**src/rtl/hack_cpu_seq.sv**
```systemverilog
// hack_cpu_seq -- multi-cycle sequencer for the Hack CPU.
//
// Holds the architectural A, D and PC registers along with the instruction
// register (IR), the memory data register (MDR) and the ALU result register (R).
// It fetches instructions over a handshaked ROM port and decodes A- and
// C-instructions. It also drives the shared combinational ALU and performs
// data-memory accesses over a handshaked RAM port.
//
// Ports:
//   i_clk, i_rst       clock (rising edge), asynchronous active-high reset
//   o_rom_req/addr     instruction fetch request, address = PC
//   i_rom_ack/data     fetch completion and instruction word
//   o_mem_req/we/addr  data memory request, write enable, address = A
//   o_mem_wdata        registered ALU result (R)
//   i_mem_ack/rdata    data access completion and read data
//   o_alu_a/b/ctl      ALU operands (x = D, y = A or MDR) and {zx,nx,zy,ny,f,no}
//   i_alu_res/err      ALU result and unsupported-opcode flag
//   o_pc               current PC
//   o_halted           sticky halt after an ALU error
module hack_cpu_seq #(
    parameter int N  = 16,
    parameter int AW = 15
) (
    input  logic          i_clk,
    input  logic          i_rst,
    output logic          o_rom_req,
    output logic [AW-1:0] o_rom_addr,
    input  logic          i_rom_ack,
    input  logic [N-1:0]  i_rom_data,
    output logic          o_mem_req,
    output logic          o_mem_we,
    output logic [AW-1:0] o_mem_addr,
    output logic [N-1:0]  o_mem_wdata,
    input  logic          i_mem_ack,
    input  logic [N-1:0]  i_mem_rdata,
    output logic [N-1:0]  o_alu_a,
    output logic [N-1:0]  o_alu_b,
    output logic [5:0]    o_alu_ctl,
    input  logic [N-1:0]  i_alu_res,
    input  logic          i_alu_err,
    output logic [AW-1:0] o_pc,
    output logic          o_halted
);

    localparam logic [2:0] FETCH  = 3'd0;
    localparam logic [2:0] DECODE = 3'd1;
    localparam logic [2:0] MEMRD  = 3'd2;
    localparam logic [2:0] EXEC   = 3'd3;
    localparam logic [2:0] MEMWR  = 3'd4;
    localparam logic [2:0] WB     = 3'd5;
    localparam logic [2:0] HALT   = 3'd6;

    logic [2:0]    state_reg;
    logic [N-1:0]  a_reg;
    logic [N-1:0]  d_reg;
    logic [N-1:0]  ir_reg;
    logic [N-1:0]  mdr_reg;
    logic [N-1:0]  r_reg;
    logic [AW-1:0] pc_reg;
    logic          jump_reg;

    logic [AW-1:0] pc_inc;
    logic          zr;
    logic          ng;
    logic          jump_now;

    // Field positions follow the 16-bit Hack C-instruction layout:
    // [15]=C flag, [12]=a, [11:6]=comp, [5:3]=dest (A,D,M), [2:0]=jump.
    assign pc_inc   = pc_reg + AW'(1);  // wraps naturally at 2^AW
    assign zr       = (i_alu_res == '0);
    assign ng       = i_alu_res[N-1];
    assign jump_now = (ir_reg[2] & ng) | (ir_reg[1] & zr) | (ir_reg[0] & ~ng & ~zr);

    always_ff @(posedge i_clk or posedge i_rst) begin
        if (i_rst) begin
            state_reg <= FETCH;
            a_reg     <= '0;
            d_reg     <= '0;
            ir_reg    <= '0;
            mdr_reg   <= '0;
            r_reg     <= '0;
            pc_reg    <= '0;
            jump_reg  <= 1'b0;
        end else begin
            case (state_reg)
                FETCH: begin
                    if (i_rom_ack) begin
                        ir_reg    <= i_rom_data;
                        state_reg <= DECODE;
                    end
                end
                DECODE: begin
                    if (!ir_reg[N-1]) begin
                        a_reg     <= {1'b0, ir_reg[N-2:0]};
                        pc_reg    <= pc_inc;
                        state_reg <= FETCH;
                    end else begin
                        state_reg <= ir_reg[12] ? MEMRD : EXEC;
                    end
                end
                MEMRD: begin
                    if (i_mem_ack) begin
                        mdr_reg   <= i_mem_rdata;
                        state_reg <= EXEC;
                    end
                end
                EXEC: begin
                    // An ALU error freezes everything, including R, so the
                    // halted machine still shows its pre-fault state.
                    if (i_alu_err) begin
                        state_reg <= HALT;
                    end else begin
                        r_reg     <= i_alu_res;
                        jump_reg  <= jump_now;
                        state_reg <= ir_reg[3] ? MEMWR : WB;
                    end
                end
                MEMWR: begin
                    if (i_mem_ack) begin
                        state_reg <= WB;
                    end
                end
                WB: begin
                    // The jump target reads a_reg before this cycle's update
                    // takes effect, so "A=...;JMP" jumps to the old A.
                    if (ir_reg[5]) a_reg <= r_reg;
                    if (ir_reg[4]) d_reg <= r_reg;
                    pc_reg    <= jump_reg ? a_reg[AW-1:0] : pc_inc;
                    state_reg <= FETCH;
                end
                HALT: begin
                    state_reg <= HALT;
                end
                default: begin
                    state_reg <= FETCH;
                end
            endcase
        end
    end

    // Requests decode from state. They are also masked by reset so they drop
    // in the very cycle reset is asserted, abandoning any in-flight access.
    assign o_rom_req   = (state_reg == FETCH) & ~i_rst;
    assign o_mem_req   = ((state_reg == MEMRD) | (state_reg == MEMWR)) & ~i_rst;
    assign o_mem_we    = (state_reg == MEMWR) & ~i_rst;
    assign o_rom_addr  = pc_reg;
    assign o_mem_addr  = a_reg[AW-1:0];
    assign o_mem_wdata = r_reg;
    assign o_alu_a     = d_reg;
    assign o_alu_b     = ir_reg[12] ? mdr_reg : a_reg;
    assign o_alu_ctl   = ir_reg[11:6];
    assign o_pc        = pc_reg;
    assign o_halted    = (state_reg == HALT);

endmodule

```
**config.mk**
```make
export PLATFORM = sky130hd
export DESIGN_NAME = hack_cpu_seq
export DESIGN_NICKNAME = d
export VERILOG_FILES = /design/src/rtl/hack_cpu_seq.sv
export SDC_FILE = /design/constraint.sdc
export NUM_CORES = 1
export LEC_CHECK = 0
export ABC_AREA = 1
export CORE_MARGIN = 10
export CORE_UTILIZATION = 47
export DETAILED_ROUTE_END_ITERATION = 16
export PLACE_DENSITY = 0.81
export SLEW_MARGIN = 30
export SYNTH_ARGS = -nofsm -noshare
export SYNTH_HDL_FRONTEND = slang
export SYNTH_SLANG_ARGS = --single-unit
```
**constraint.sdc**
```tcl
create_clock -name i_clk -period 4.9 [get_ports i_clk]
set_clock_uncertainty 0.2 [all_clocks]
set_input_delay 0.98 -clock i_clk [delete_from_list [all_inputs] [get_ports i_clk]]
set_output_delay 0.98 -clock i_clk [all_outputs]
set_load 0.01 [all_outputs]
```
==> results.ini <==
[outcome]
status=complete, no violations

[clock_network]
cts_resized=0
clock_path_buffers=2
cts_buffers=9
clkTransAtPathRegs_ps=100
cts_num_sinks=99
hold_buffers=0
cts_tree=done
cts_setup_buffers=0
root_buffer=clkbuf_8
insertion_delay_ps=360
htree_levels=3

[global_route]
grt_pass1_vias=4264
grtUsageTotal=0.1872
grt_pass1_wl_um=22400
grt_antenna_before_repair=0
overflow=0
grt_max_degree=40

[synth]
synthDistinctLibCells=26
avgSynthCellArea_sq_um=8.506
ys_seq_elements=99
yosysSeqAreaShare=0.5022
synthesis.nets=634
netlist_instances=580
syn-cell-area_sq_um=4933
yosysWarnings=0

[route]
routed_wl_um=14590
vias=4356
ant_nets=0
dr.pass1.iters=7
drtIter0Drc=373
drc=0
post_drt_via_cell_ratio=5.248
avgRoutedWirePerCell_um=17.58

[finish]
fin_nets=743
diodes=0
layout_common_cells=155 x clkdlybuf4s50_1, 114 x nand2_1, 99 x dfrtp_1
final_common_cell=clkdlybuf4s50_1
seq_area_sq_um=2477
multi_input_area_sq_um=1869
finalNonFillerCells=830
drive_above_1_share=0.08213
final_util=0.6373
area_delta_synth_final_pct=32.77
nFillCells=868
fin_area_sq_um=6550

[sta]
hold_viol=0
setup-tns-final_ps=0
min_period_over_period=0.7163
final.setup.worst_slack_ps=1390
holdWs_ps=290.5
rsz0062_at_grt=false
slew_viol_final=0
worst_slew_pin_slew_ps=915.7
fmax_mhz=284.9
setup_viol=0
min_period_ps=3510
maxSlewHeadroom=0.3881

[pwr]
p_int_mw=2.623
p_sw_mw=1.710
power_frac_comb=0.503
p_leak_nw=3.009
switching_share=0.3946
powerDensity_nw_per_um2=661.5
ir_drop_v=0.0002929
power_mw=4.333
pwr-share-seq=0.362
clkPwrFrac=0.135

[placement]
port_buffers=155
post-place-ws_ps=1391
gp_congestion=0.9113
dp_hpwl_um=11070
placed_area_sq_um=6294
place_inst=813

[worst_hold_path]
hold_path_startpoint=o_alu_a[13]
whs_endpoint=o_alu_a[13]
hold_class=reg2reg
whs_path_depth=2

[floorplan]
die-height_um=122.5
die_area_sq_um=15000
io-pin-count=156
num_rows=37
start_util=0.4800
core_area_sq_um=10280
die_w_um=122.5

[job]
drv_cap=0

[setup_path]
path_buf_inv=2
crit_family=buffers and inverters
crit_top_cell=clkdlybuf4s50_1
critPathMaxFanout=4
critPathRequiredTime_ps=3720
start_kind=input port
crit_path_end_kind=output port
path_class=in2out
r2r_end=o_alu_a[15]
cp_cell_sequence=clkdlybuf4s50_1 > nor3_1 > clkdlybuf4s50_1
critical_path.max_stage_delay_ps=600
slowest_stage=clkdlybuf4s50_1
arrival_ps=2330
regToRegSetupSlack_ps=2190
crit-reg2reg-launch=state_reg[2]
ff2ff_path_depth=4

==> Yosys cell counts (all sizes together) <==
cell type    n  share of area
a21oi       46          0.047
buf         46          0.067
clkbuf      14          0.011
clkinv       1        0.00076
dfrtp       99           0.50
ha           1         0.0025
inv         59          0.045
mux2        26          0.067
nand2      116          0.089
nand3       17          0.017
nand4        6         0.0076
nor2        69          0.054
nor3         4         0.0051
o211ai       7          0.011
o21ai       55          0.057
o21bai       2         0.0030
o22ai       11          0.014
xnor2        1         0.0018
==> area by class of cell <==
cell class | instances | share of cell area
multi-input combinational | 361 | 0.2854
timing repair buffer | 158 | 0.2415
tap | 136 | 0.02598
inverter | 60 | 0.03477
clock buffer | 10 | 0.02101
sequential | 99 | 0.3782
clock inverter | 6 | 0.01318
==> power by group through the flow <==
stage / Combinational (mW) / Sequential, mW / Clock (mW)
after floorplan: 1.18 / 1.54 / 0
after global placement: 2.10 / 1.57 / 0
after detailed placement: 2.15 / 1.59 / 0
after CTS: 2.16 / 1.58 / 0.590
after global routing: 2.37 / 1.62 / 0.625
final: 2.18 / 1.57 / 0.585
==> cells by family after synthesis <==
kind of cell | Yosys count | synth area share
AND/OR/NAND/NOR | 212 | 0.1727
AO/OA/AOI/OAI | 121 | 0.1309
buffers and inverters | 120 | 0.1230
flip-flops | 99 | 0.5022
multiplexers | 26 | 0.06695
XOR/XNOR | 1 | 0.001776
adder cells (fa/ha/maj) | 1 | 0.002536
==> worst reg2reg max path: stages (launching register included) <==
cell	delay [ps]
dfrtp_1	540
inv_2	120
nor2_1	580
nand2_1	760
o21ai_0	420
==> metal layers <==
| metal | global-route usage | vias up | wire (um) |
|---|---|---|---|
| met5 | 0 | - | 0 |
| met4 | 0.04713 | 0 | 181 |
| met3 | 0.07484 | 18 | 1646 |
| met2 | 0.3028 | 192 | 6879 |
| met1 | 0.2295 | 2088 | 5881 |
| li1 | - | 2058 | - |
==> worst max-delay path by stage <==
stage / start / to / slack [ps] / depth (start not counted)
final: i_rst / o_mem_we / 1390 / 3
after global routing: i_rst / o_mem_we / 1380 / 3
after CTS: i_rst / o_mem_we / 1390 / 3
after detailed placement: i_rst / o_mem_we / 1390 / 3
after global placement: i_rst / o_mem_we / 1490 / 3
after floorplan: i_rst / a_reg[0] / 1130 / 1
(Power assumes the default switching activity.)
